--- src/rtl/fpu_op_sequencer_if.sv ---
// Request/response bundle between the issue logic, the FPU op sequencer and the result consumer.
interface fpu_op_sequencer_if;
    logic        in_valid;
    logic        in_ready;
    logic [2:0]  in_op;
    logic [31:0] in_a;
    logic [31:0] in_b;
    logic        out_valid;
    logic        out_ready;
    logic [31:0] out_z;
    logic        out_gr;
    logic        out_ls;
    logic        out_eq;
    logic        out_err;

    modport slave (
        input  in_valid, in_op, in_a, in_b, out_ready,
        output in_ready, out_valid, out_z, out_gr, out_ls, out_eq, out_err
    );

    modport master (
        output in_valid, in_op, in_a, in_b, out_ready,
        input  in_ready, out_valid, out_z, out_gr, out_ls, out_eq, out_err
    );
endinterface

--- src/rtl/fpu_op_sequencer.sv ---
// Single-slot FPU sequencer: accepts one op, pulses the unit start, waits for done
// (or times out), then holds the captured response until the consumer takes it.
module fpu_op_sequencer #(
    parameter int TIMEOUT = 64
) (
    input  logic                      clk,
    input  logic                      rst_n,
    fpu_op_sequencer_if.slave         bus,
    output logic [31:0]               fu_a_o,
    output logic [31:0]               fu_b_o,
    output logic [4:0]                fu_start_o,
    input  logic [4:0]                fu_done_i,
    output logic [2:0]                fu_sel_o,
    input  logic [31:0]               j_z_i,
    input  logic                      j_gr_i,
    input  logic                      j_ls_i,
    input  logic                      j_eq_i
);
    localparam int CW = (TIMEOUT > 2) ? $clog2(TIMEOUT) : 1;
    localparam logic [CW-1:0] CNT_LAST = CW'(TIMEOUT - 1);
    localparam logic [2:0]    SEL_NONE = 3'b111;

    typedef enum logic [1:0] {
        ST_IDLE   = 2'd0,
        ST_LAUNCH = 2'd1,
        ST_WAIT   = 2'd2,
        ST_RESP   = 2'd3
    } state_t;

    state_t        state_q;
    logic [2:0]    op_q;
    logic [CW-1:0] cnt_q;
    logic [31:0]   fu_a_q;
    logic [31:0]   fu_b_q;
    logic [4:0]    fu_start_q;
    logic [2:0]    fu_sel_q;
    logic          in_ready_q;
    logic          out_valid_q;
    logic [31:0]   out_z_q;
    logic          out_gr_q;
    logic          out_ls_q;
    logic          out_eq_q;
    logic          out_err_q;

    function automatic logic [4:0] op_onehot(input logic [2:0] op);
        return 5'b00001 << op;
    endfunction

    // Sequencer FSM; all outputs are registered here.
    always_ff @(posedge clk) begin
        if (!rst_n) begin
            state_q     <= ST_IDLE;
            op_q        <= 3'd0;
            cnt_q       <= '0;
            fu_a_q      <= 32'd0;
            fu_b_q      <= 32'd0;
            fu_start_q  <= 5'd0;
            fu_sel_q    <= SEL_NONE;
            in_ready_q  <= 1'b1;
            out_valid_q <= 1'b0;
            out_z_q     <= 32'd0;
            out_gr_q    <= 1'b0;
            out_ls_q    <= 1'b0;
            out_eq_q    <= 1'b0;
            out_err_q   <= 1'b0;
        end else begin
            fu_start_q <= 5'd0;
            case (state_q)
                ST_IDLE: begin
                    if (bus.in_valid && in_ready_q) begin
                        op_q       <= bus.in_op;
                        fu_a_q     <= bus.in_a;
                        fu_b_q     <= bus.in_b;
                        in_ready_q <= 1'b0;
                        if (bus.in_op <= 3'd4) begin
                            state_q    <= ST_LAUNCH;
                            fu_start_q <= op_onehot(bus.in_op);
                        end else begin
                            // Illegal opcode: answer with an error, no unit is started.
                            state_q     <= ST_RESP;
                            out_valid_q <= 1'b1;
                            out_z_q     <= 32'd0;
                            out_gr_q    <= 1'b0;
                            out_ls_q    <= 1'b0;
                            out_eq_q    <= 1'b0;
                            out_err_q   <= 1'b1;
                        end
                    end
                end
                ST_LAUNCH: begin
                    state_q  <= ST_WAIT;
                    cnt_q    <= '0;
                    fu_sel_q <= op_q;
                end
                ST_WAIT: begin
                    cnt_q <= cnt_q + CW'(1);
                    // Done has priority over a coincident timeout.
                    if (fu_done_i[op_q]) begin
                        state_q     <= ST_RESP;
                        fu_sel_q    <= SEL_NONE;
                        out_valid_q <= 1'b1;
                        out_z_q     <= j_z_i;
                        out_gr_q    <= j_gr_i;
                        out_ls_q    <= j_ls_i;
                        out_eq_q    <= j_eq_i;
                        out_err_q   <= 1'b0;
                    end else if (cnt_q == CNT_LAST) begin
                        state_q     <= ST_RESP;
                        fu_sel_q    <= SEL_NONE;
                        out_valid_q <= 1'b1;
                        out_z_q     <= 32'd0;
                        out_gr_q    <= 1'b0;
                        out_ls_q    <= 1'b0;
                        out_eq_q    <= 1'b0;
                        out_err_q   <= 1'b1;
                    end
                end
                ST_RESP: begin
                    if (bus.out_ready) begin
                        state_q     <= ST_IDLE;
                        out_valid_q <= 1'b0;
                        in_ready_q  <= 1'b1;
                    end
                end
                default: begin
                    state_q     <= ST_IDLE;
                    fu_sel_q    <= SEL_NONE;
                    in_ready_q  <= 1'b1;
                    out_valid_q <= 1'b0;
                end
            endcase
        end
    end

    assign fu_a_o        = fu_a_q;
    assign fu_b_o        = fu_b_q;
    assign fu_start_o    = fu_start_q;
    assign fu_sel_o      = fu_sel_q;
    assign bus.in_ready  = in_ready_q;
    assign bus.out_valid = out_valid_q;
    assign bus.out_z     = out_z_q;
    assign bus.out_gr    = out_gr_q;
    assign bus.out_ls    = out_ls_q;
    assign bus.out_eq    = out_eq_q;
    assign bus.out_err   = out_err_q;
endmodule

--- src/flat_wrapper.sv ---
// flat-port wrapper written by rule: the top's interface ports become plain ports
module fpu_op_sequencer_flat 
#(
    parameter int TIMEOUT = 64
)
  (clk, rst_n, fu_a_o, fu_b_o, fu_start_o, fu_done_i, fu_sel_o, j_z_i, j_gr_i, j_ls_i, j_eq_i, bus_in_valid, bus_in_op, bus_in_a, bus_in_b, bus_out_ready, bus_in_ready, bus_out_valid, bus_out_z, bus_out_gr, bus_out_ls, bus_out_eq, bus_out_err);
  fpu_op_sequencer_if bus_i ();
  input  logic clk;
  input  logic rst_n;
  output logic [31:0] fu_a_o;
  output logic [31:0] fu_b_o;
  output logic [4:0] fu_start_o;
  input  logic [4:0] fu_done_i;
  output logic [2:0] fu_sel_o;
  input  logic [31:0] j_z_i;
  input  logic j_gr_i;
  input  logic j_ls_i;
  input  logic j_eq_i;
  input wire logic [$bits(bus_i.in_valid)-1:0] bus_in_valid;
  input wire logic [$bits(bus_i.in_op)-1:0] bus_in_op;
  input wire logic [$bits(bus_i.in_a)-1:0] bus_in_a;
  input wire logic [$bits(bus_i.in_b)-1:0] bus_in_b;
  input wire logic [$bits(bus_i.out_ready)-1:0] bus_out_ready;
  output wire logic [$bits(bus_i.in_ready)-1:0] bus_in_ready;
  output wire logic [$bits(bus_i.out_valid)-1:0] bus_out_valid;
  output wire logic [$bits(bus_i.out_z)-1:0] bus_out_z;
  output wire logic [$bits(bus_i.out_gr)-1:0] bus_out_gr;
  output wire logic [$bits(bus_i.out_ls)-1:0] bus_out_ls;
  output wire logic [$bits(bus_i.out_eq)-1:0] bus_out_eq;
  output wire logic [$bits(bus_i.out_err)-1:0] bus_out_err;
  assign bus_i.in_valid = bus_in_valid;
  assign bus_i.in_op = bus_in_op;
  assign bus_i.in_a = bus_in_a;
  assign bus_i.in_b = bus_in_b;
  assign bus_i.out_ready = bus_out_ready;
  assign bus_in_ready = bus_i.in_ready;
  assign bus_out_valid = bus_i.out_valid;
  assign bus_out_z = bus_i.out_z;
  assign bus_out_gr = bus_i.out_gr;
  assign bus_out_ls = bus_i.out_ls;
  assign bus_out_eq = bus_i.out_eq;
  assign bus_out_err = bus_i.out_err;
  fpu_op_sequencer #(.TIMEOUT(TIMEOUT)) u_core (.clk(clk), .rst_n(rst_n), .bus(bus_i), .fu_a_o(fu_a_o), .fu_b_o(fu_b_o), .fu_start_o(fu_start_o), .fu_done_i(fu_done_i), .fu_sel_o(fu_sel_o), .j_z_i(j_z_i), .j_gr_i(j_gr_i), .j_ls_i(j_ls_i), .j_eq_i(j_eq_i));
endmodule
--- config.mk ---
export PLATFORM = sky130hd
export DESIGN_NAME = fpu_op_sequencer_flat
export DESIGN_NICKNAME = d
export VERILOG_FILES = /design/src/rtl/fpu_op_sequencer_if.sv /design/src/rtl/fpu_op_sequencer.sv /design/src/flat_wrapper.sv
export SDC_FILE = /design/constraint.sdc
export NUM_CORES = 1
export LEC_CHECK = 0
export BUFFER_PORTS_ARGS = -buffer_cell sky130_fd_sc_hd__buf_2
export CORE_MARGIN = 10
export CORE_UTILIZATION = 30
export DETAILED_ROUTE_END_ITERATION = 12
export GPL_TIMING_DRIVEN = 0
export PLACE_DENSITY = 0.58
export SYNTH_ARGS = -nofsm -noshare
export SYNTH_HDL_FRONTEND = slang
export SYNTH_SLANG_ARGS = --single-unit
--- constraint.sdc ---
create_clock -name clk -period 2.2 [get_ports clk]
set_clock_uncertainty 0.15 [all_clocks]
set_input_delay 0.33 -clock clk [delete_from_list [all_inputs] [get_ports clk]]
set_output_delay 0.33 -clock clk [all_outputs]
set_load 0.005 [all_outputs]
# --- After elaboration in Yosys (flattened, before gate mapping) ---
# Cells that the tools add are included.
word_totals:
  regBits: 121
  inputBits: 111
  output_inout_bits: 110
  word_cells: 76
op_classes:
  addsub: 1
  n_lt_le_gt_ge: 2
  n_eq_ne: 8
  n_shift: 1
  muxes: 37
  n_reduce_logical: 13
op_table:
  columns: ["cell", "count"]
  rows:
  - ["2-to-1 mux 32 bit", 4]
  - ["one-hot mux 32 bit (2 select lines)", 1]
  - ["2-to-1 mux 1 bit", 15]
  - ["one-hot mux 6 bit (2 select lines)", 1]
  - ["2-to-1 mux 2 bit", 5]
  - ["one-hot mux 1 bit (2 select lines)", 5]
  - ["one-hot mux 2 bit (4 select lines)", 1]
  - ["AND reduction 4 bit", 2]
  - ["adder 6 x 1 -> 6 bit, second input constant", 1]
  - ["equality test 6 bit, second input constant", 1]
  - ["2-to-1 mux 3 bit", 2]
  - ["one-hot mux 3 bit (2 select lines)", 1]
  - ["AND reduction 3 bit", 2]
  - ["nonzero test 2 bit", 3]
  - ["AND reduction 5 bit", 1]
  - ["<< shifter 1 x 3 -> 5 bit, first input constant", 1]
  - ["equality test 2 bit, second input constant", 2]
  - ["< comparator 3 x 4 -> 1 bit, second input constant", 1]
  - ["!= test 2 bit, second input constant", 2]
  - ["AND reduction 2 bit", 2]
  - ["binary-select mux 1 bit (select 3 bit)", 1]
  - ["<= comparator 3 bit, second input constant", 1]
  - ["!= test 3 x 1 -> 1 bit, second input constant", 1]
  - ["one-hot mux 1 bit (3 select lines)", 1]
  - ["other kinds (5)", 5]

# --- Logic depth before layout (Yosys ltp) ---
# Gate-level depths: netlist of run 1.
logic_depth:
  word_depth: 4
  depth_mapped: 9
  mapped_depth_nobuf: 6

# --- Least setup slack after synthesis of run 1 ---
# No wires, ideal clock.
synth_path:
  path_kind: "reg-to-reg"
  start: "register u_core.state_q[0]"
  end: "register u_core.out_z_q[0], in the netlist u_core.bus.out_z[0]"
  setup_ns: 0.116
  arrival_time_ns: 1.751
  required_ns: 1.934
  path_slack_ns: 0.183
  path_stages_with_launch: 9
  n_path_buf: 2
  synth_period_minus_slack_ns: 2.017
  path_cell_list: "dfxtp_1 inv_1 ha_1 buf_2 nand2b_1 a22oi_2 o21ai_4 buf_6 a31o_2"
synth_via:
  elab_chain_cells: 3
  elab_cells_between_ends: 8
  classes_between: "eq/ne: 4; mux: 1; reduce/logical: 3"
synth_lines:
  columns: ["element", "line_no", "source"]
  rows:
  - ["start, declared", "fpu_op_sequencer.sv:30", "state_t state_q;"]
  - ["start signal, assigned", "fpu_op_sequencer.sv:52", "state_q <= ST_IDLE;"]
  - ["start signal, assigned", "fpu_op_sequencer.sv:76", "state_q <= ST_LAUNCH;"]
  - ["start signal, assigned", "fpu_op_sequencer.sv:80", "state_q <= ST_RESP;"]
  - ["equality test 2 bit / logical NOT 2 bit (equally long branches)", "fpu_op_sequencer.sv:68", "case (state_q)"]
  - ["!= test 3 x 1 -> 1 bit (no source line) (tied with other cells)", null, null]
  - ["AND reduction 4 bit (no source line)", null, null]
  - ["end signal, assigned", "fpu_op_sequencer.sv:102", "out_z_q <= j_z_i;"]
  - ["end, declared", "fpu_op_sequencer.sv:39", "logic [31:0] out_z_q;"]
# Several ways; a longest one is shown, not always the timed one.
# A chain may end at the register's enable or synchronous reset.

# --- Worst setup path after layout of run 1 ---
layout_path:
  start: "register u_core.op_q[1]"
  end: "register u_core.out_z_q[27], in the netlist u_core.bus.out_z[27]"
layout_via:
  elab_chain_cells: 4
  elab_cells_between_ends: 6
  classes_between: "eq/ne: 1; mux: 4; reduce/logical: 1"
layout_lines:
  columns: ["element", "line_no", "source"]
  rows:
  - ["start, declared", "fpu_op_sequencer.sv:31", "logic [2:0] op_q;"]
  - ["start signal, assigned", "fpu_op_sequencer.sv:71", "op_q <= bus.in_op;"]
  - ["binary-select mux 1 bit (select 3 bit) (*)", "fpu_op_sequencer.sv:98", "if (fu_done_i[op_q]) begin"]
  - ["2-to-1 mux 1 bit (not written as such) (*)", "fpu_op_sequencer.sv:98", null]
  - ["!= test 3 x 1 -> 1 bit (no source line) / 2-to-1 mux 32 bit (equally long branches)", null, null]
  - ["AND reduction 4 bit (no source line) / one-hot mux 32 bit (2 select lines) (equally long branches)", null, null]
# Mark *: on every way between the ends. The rest lies on a longest branch, timed or not. The select of a mux whose other input is x is not followed.

==> metrics.md, run 1 <==
| Metric | Value |
|---|---|
| Hold path endpoint | u_core.fu_a_o[4] |
| MaxCap Viol Count | 0 |
| Multiplexer area fraction after synthesis | 0.991% |
| Compound-Gate Fraction of Synth Area | roughly 18% |
| Nets@finish | 945 |
| Buffers & Inverters on Critical Path | 1 |
| Synthesis warning total | 0 |
| Synth unique cells | 40 |
| Synth Flop Type | dfxtp_1 |
| Ys async rst share | 0% |
| First-pass GRT wire length | 25.0 mm |
| Dpl hpwl | 11.8 mm |
| CP max-delay cell | a221o_2 |
| Die Area | about 0.021 mm^2 |
| Pleak | 3.35 nW |
| EDFF count, synth | 0 |
| Starting density of the core | between 30 and 40% |
| Vias in the first global route | 4733 |
| # DRC | 0 |
| First drt pass iteration count | 4 |
| CTS tree | yes |
| Clock transition at the registers of the reported paths | 0.06 ns |
| CTS sink cnt | between 100 and 150 |
| GRT Util Overall | 15.2% |
| Largest family of logic cells by synthesized area | simple AND/OR/NAND/NOR gates |
| Wirelength, routed | between 15 and 20 mm |
| Synth Cell Area | 0.00467 mm^2 |
| Final ANT Viol Nets | 0 |
| Arr. time, crit path | 2.24 ns |
| Gr ovfl total | 0 |
| Routed length per instance | approximately 16 um |
| Worst Hold Class | primary input to flop |
| Worst path cell trace | mux2_4, a221o_2, clkbuf_1, and4_1, a31o_2 |
| Global routing usage on met1 | around 17% |
| CTS max path bufs | 2 |
| Met3 GRT Util | ~5.3% |
| Flops & latches, synth | 121 |
| Pre-CTS WS | -0.304 ns |
| Vias | 4742 |
| Worst r2r src | u_core.op_q[1] |
| Synth Area in Simple Gates | between 20% and 30% |
| Std cell rows | between 40 and 50 |
| Final setup viols | 0 |
| Largest net degree at the start of global routing | 17 |
| Crit path launch type | flop |
| Mapped Nets | 644 |
| I/O pin count | 221 |
| FMAX | roughly 480 MHz |
| Die height | around 140 um |
| Clock root cell | clkbuf_16 |
| RSZ-0062 raised after global routing | no |
| Worst EP required | between 2 and 2.5 ns |
| Final Non-Filler Cells | 1031 |
| Num CTS Buffers | 17 |
| Commonest non-fill, non-tap cell in the layout | buf_2 |
| DR iter-0 viols | between 150 and 200 |
| Peak VDD IR | 0.706 mV |
| Die Wd | about 140 um |
| Adder-cell share of the synthesized area | 1.61% |
| Min Tclk post-route | 2.09 ns |
| Synth Instances | 527 |
| Core Area | 0.0152 mm^2 |
| Final worst slack | 0.115 ns |
| Crit path kind | flop to flop |
| Hold Crit Start | bus_in_a[4] |
| FF-to-FF End | u_core.bus.out_z[27] |
| Htree depth | 4 |
| Hold depth | 3 |
| P per Cell Area | 1020 mW/mm^2 |
| Tcrit/Tclk final | 94.8% |
| Crit-path max cell delay | 0.46 ns |
| Cell family with most CP delay | compound AO/OA/AOI/OAI gates |
| Vias/cell | around 4.6 |
| Global route hottest layer | met2 |
| Placed Instances | 934 |
| M2 GR Usage | around 25% |
| Initial antenna violation count | 1 |
| Fraction of layout cells with a size suffix above 1 | 38.2% |
| Endpoints failing hold | 0 |
| Routability cong. | 0.758 |
| Clk Latency, worst-skew pair | 0.41 ns |
| Least-Margin Pin Slew | about 0.64 ns |
| Buffers added on ports | between 200 and 250 |
| Sequential share of the synthesized area | 51.9% |
| Most frequent cells in the layout | buf_2 (225), nand2_1 (149), dfxtp_1 (118) |
| Rel. slew slack | 57.2% |
| Critical Path Sink Type | flop |
| Status | completed |
| R2r setup slk | ~0.11 ns |
| Max-slew violation count | 0 |
| Crit path max fanout | 10 |
| Syn avg cell area | 8.86 um^2 |
| Post-synthesis xor/xnor area fraction | 0.563% |
| Reg2Reg Depth | 5 |
| Area growth syn-to-layout | 55.0% |
-- cells in the mapped netlist (all sizes together) (2+ instances only) --
library cell | n | share of area, %
and3 | 2 | 0.27
buf | 13 | 1.9
nor2 | 10 | 0.80
and4 | 35 | 6.9
mux2i | 2 | 0.43
nand3 | 3 | 0.32
nand2b | 2 | 0.27
xor2 | 3 | 0.56
a31o | 36 | 6.8
nand2 | 149 | 12
clkbuf | 32 | 2.6
ha | 6 | 1.6
mux2 | 2 | 0.56
o211ai | 2 | 0.32
a21oi | 78 | 8.4
inv | 6 | 0.48
o31ai | 3 | 0.48
nand4 | 2 | 0.27
o21ai | 7 | 0.99
nor2b | 2 | 0.27
dfxtp | 121 | 52
-- registers in the layout, summed over array words and instances, names as in the netlist --
signal / cells
u_core.op_q: 3
u_core.bus.out_z: 32
u_core.state_q: 2
u_core.fu_sel_o: 3
u_core.bus.out_eq: 1
u_core.bus.out_gr: 1
u_core.fu_start_o: 5
u_core.bus.out_err: 1
u_core.fu_a_o: 32
u_core.cnt_q: 6
u_core.fu_b_o: 32
u_core.bus.in_ready: 1
u_core.bus.out_valid: 1
u_core.bus.out_ls: 1
-- worst reg2reg max path: stages, from the launching register on --
cell	delay, ns
dfxtp_2	0.37
mux2_4	0.31
a221o_2	0.46
clkbuf_1	0.24
and4_1	0.24
a31o_2	0.21
-- worst max path at each step --
stage,slack [ns],endpoint,depth (start not counted),start
2_1_floorplan,0.18,u_core.bus.out_z[0],8,u_core.state_q[0]
3_3_place_gp,-0.29,u_core.bus.out_z[4],8,u_core.state_q[0]
3_5_place_dp,-0.30,u_core.bus.out_z[4],8,u_core.state_q[0]
4_1_cts,0.04,u_core.bus.out_z[27],5,u_core.op_q[1]
5_1_grt,0.01,u_core.bus.out_z[12],9,u_core.state_q[0]
6_report,0.11,u_core.bus.out_z[27],5,u_core.op_q[1]
-- layout make-up --
type	count	area [um^2]
Clock buffer	17	425
Multi-Input combinational cell	355	2030
Fill cell	1468	7970
Timing Repair Buffer	284	1740
Antenna cell	2	5.00
Inverter	6	22.5
Buffer	43	225
Sequential cell	121	2430
Tap cell	188	235
Clock inverter	15	129
-- cells by family after synthesis --
logic type                 after synthesis
DFF                                    121
xor gates and xnor gates                 3
muxes                                    4
buffers and inverters                   51
and+or+nand+nor                        213
AOI/OAI and AO/OA                      129
adders and majority gates                6
-- stage by stage --
step / util, % / area [um^2] / hold WS [ns] / TNS, ns / power, W
floorplan: - / 4670 / 0.252 / 0 / 0.00387
global placement: 39.5 / 6000 / 0.290 / -13.79 / 0.00466
detailed placement: 39.5 / 6000 / 0.294 / -13.54 / 0.00467
CTS: 47.4 / 7210 / 0.000817 / 0 / 0.00742
global route: 47.6 / 7230 / 0.0117 / 0 / 0.00782
finish: 47.6 / 7240 / 0.0127 / 0 / 0.00736
-- per-layer routing --
layer / up-vias / wire length [um]
li1: 2438 / -
met1: 2157 / 6800
met2: 125 / 8080
met3: 22 / 1080
met4: 0 / 389
met5: - / 0
-- repair_timing --
action	CTS	global route
pin swaps	1	1
endpoints found under the hold margin	62	0
endpoints found under the setup margin	57	100
hold buffers	62	0
buffers inserted	2	1
gates resized for setup	14	15
-- where the power goes --
part           switching (W)  internal [W]
registers           0.000155       0.00248
logic                0.00129      0.000850
clock network        0.00103       0.00155
Note: power is estimated with default switching activity, not from simulation.
==> run 2, diff against run 1 <==
--- a/config.mk
+++ b/config.mk
@@ -11,6 +11,7 @@
 export DETAILED_ROUTE_END_ITERATION = 12
 export GPL_TIMING_DRIVEN = 0
 export PLACE_DENSITY = 0.58
+export RECOVER_POWER = 25
 export SYNTH_ARGS = -nofsm -noshare
 export SYNTH_HDL_FRONTEND = slang
 export SYNTH_SLANG_ARGS = --single-unit
==> constraint.sdc (replaced) <==
create_clock -name clk -period 2.6 [get_ports clk]
set_clock_uncertainty 0.15 [all_clocks]
set_input_delay 0.39 -clock clk [delete_from_list [all_inputs] [get_ports clk]]
set_output_delay 0.39 -clock clk [all_outputs]
set_load 0.005 [all_outputs]
==> run 2 against run 1 <==
Against the previous run: register-to-register slack better by 0.11 ns; critical path depth is 4 higher; hold slack improved by 0.044 ns; worst setup slack better by 0.11 ns; count of clock-buffer cells in the layout did not move; combinational power is 22% lower; first-iteration DRC count fell by 13%; die area is the same; via count shrank 4.9%; design area down 9.9%; cell count down 6.0%; maximum frequency fell by 12%.
==> metrics.md, run 2 (synthesis gave the netlist of run 1 again) <==
| Metric | Value |
|---|---|
| Tcrit/Tclk final | 91.3% (-3.5 points) |
| Routed length per instance | 15.9 um (+0.24%) |
| Area growth syn-to-layout | 39.7% |
| Die Area | 0.0210 mm^2 (unchanged) |
| Num CTS Buffers | 17 (unchanged) |
| Nets@finish | 884 (-6.5%) |
| Std cell rows | 45 (unchanged) |
| Crit path launch type | flop |
| First drt pass iteration count | 5 (+1) |
| Status | completed |
| RSZ-0062 raised after global routing | no |
| Most frequent cells in the layout | buf_2 (178), nand2_1 (149), dfxtp_1 (121) |
| Arr. time, crit path | 2.58 ns (+0.34 ns) |
| Fraction of layout cells with a size suffix above 1 | 33.7% (-4.5 points) |
| DR iter-0 viols | 137 (-13%) |
| Worst EP required | 2.81 ns (+0.45 ns) |
| Peak VDD IR | 0.591 mV (-16%) |
| First-pass GRT wire length | 23.4 mm (-6.5%) |
| Buffers & Inverters on Critical Path | 4 (+3) |
| # DRC | 0 (unchanged) |
| Max-slew violation count | 0 (unchanged) |
| Die height | 145 um (unchanged) |
| Dpl hpwl | 11.8 mm (unchanged) |
| Cell family with most CP delay | buffers and inverters |
| Starting density of the core | 30.7% (unchanged) |
| Min Tclk post-route | 2.37 ns (+0.289 ns) |
| Pleak | 2.87 nW (-14%) |
| Worst Hold Class | primary input to flop |
| Largest net degree at the start of global routing | 17 (unchanged) |
| CP max-delay cell | clkbuf_1 |
| Gr ovfl total | 0 (unchanged) |
| Clk Latency, worst-skew pair | 0.41 ns (about the same) |
| Critical Path Sink Type | flop |
| Final ANT Viol Nets | 0 (unchanged) |
| CTS max path bufs | 2 (unchanged) |
| R2r setup slk | 0.23 ns (+0.11 ns) |
| I/O pin count | 221 (unchanged) |
| Least-Margin Pin Slew | 0.673 ns (+0.0311 ns) |
| CTS tree | yes |
| Wirelength, routed | 15.4 mm (-5.8%) |
| Buffers added on ports | 219 (unchanged) |
| Worst path cell trace | inv_1, ha_1, buf_2, nand3_1, a22oi_2, buf_4, clkbuf_1, and4_4, a31o_1 |
| Hold WS | 0.0571 ns (+0.0444 ns) |
| Vias/cell | 4.66 (+1.2%) |
| Routability cong. | 0.758 (unchanged) |
| CTS sink cnt | 121 (unchanged) |
| Vias in the first global route | 4328 (-8.6%) |
| MaxCap Viol Count | 0 (unchanged) |
| FMAX | 421 MHz (-12%) |
| Crit path max fanout | 10 (unchanged) |
| Final setup viols | 0 (unchanged) |
| Clock transition at the registers of the reported paths | 0.06 ns (about the same) |
| Rel. slew slack | 55.2% (-2.1 points) |
| Commonest non-fill, non-tap cell in the layout | buf_2 |
| Initial antenna violation count | 0 (-1) |
| Core Area | 0.0152 mm^2 (unchanged) |
| Crit-path max cell delay | 0.34 ns (-0.12 ns) |
| Htree depth | 4 (unchanged) |
| Die Wd | 145 um (unchanged) |
| Post-CTS Hold Buffers | 0 (-100%) |
| Setup tns final | 0 ns (unchanged) |
| Vias | 4512 (-4.9%) |
| Crit path kind | flop to flop |
| P per Cell Area | 932 mW/mm^2 (-8.4%) |
| Clock root cell | clkbuf_16 |
| GRT Util Overall | 14.3% (-0.91 points) |
| Endpoints failing hold | 0 (unchanged) |
run 2: per-layer routing:
metal / up-vias / global-route usage (%) / wire [um]
met5: - / 0 / 0
met4: 0 / 5.74 / 220
met3: 15 / 5.54 / 1160
met2: 121 / 23.1 / 7570
met1: 2056 / 16.5 / 6460
li1: 2320 / - / -
run 2: worst min-delay path, cell delays in order:
cell and delay (ns):
buf_2 0.09, nand2_1 0.04, a21oi_1 0.05
run 2: path summary, 6_finish.rpt:
check,startpoint,to,depth (start not counted)
max,u_core.state_q[0],u_core.bus.out_z[3],9
min,bus_in_b[2],u_core.fu_b_o[2],3
max reg2reg,u_core.state_q[0],u_core.bus.out_z[3],9
min reg2reg,u_core.fu_b_o[31],u_core.fu_b_o[31],2
run 2: through the flow:
stage / area (um^2) / instances / power (W) / util (%) / setup slack [ns]
floorplan: 4670 / 527 / 0.00328 / - / 0.583
global placement: 6000 / 934 / 0.00394 / 39.5 / 0.107
detailed placement: 6000 / 934 / 0.00395 / 39.5 / 0.0958
CTS: 6560 / 966 / 0.00616 / 43.1 / 0.0717
global route: 6520 / 968 / 0.00646 / 42.9 / 0.0135
finish: 6520 / 969 / 0.00608 / 42.9 / 0.226
run 2: final cells by class:
type | instances | area, um^2
Multi-Input combinational cell | 355 | 2010
Timing Repair Buffer | 221 | 1060
Inverter | 6 | 22.5
Clock inverter | 15 | 129
Tap cell | 188 | 235
Clock buffer | 17 | 425
Fill cell | 1586 | 8680
Buffer | 45 | 214
Antenna cell | 1 | 2.50
Sequential cell | 121 | 2420
run 2: where the power goes:
group	switching [W]	internal (W)	leakage [nW]
registers	0.000129	0.00210	0.984
clock network	0.000873	0.00131	0.265
logic	0.00106	0.000605	1.62
run 2: what timing repair did:
action / 4_1_cts / 5_1_grt
gates resized for setup: 0 / 7
endpoints found under the hold margin: 0 / 0
setup buffers: 0 / 2
endpoints found under the setup margin: 0 / 49
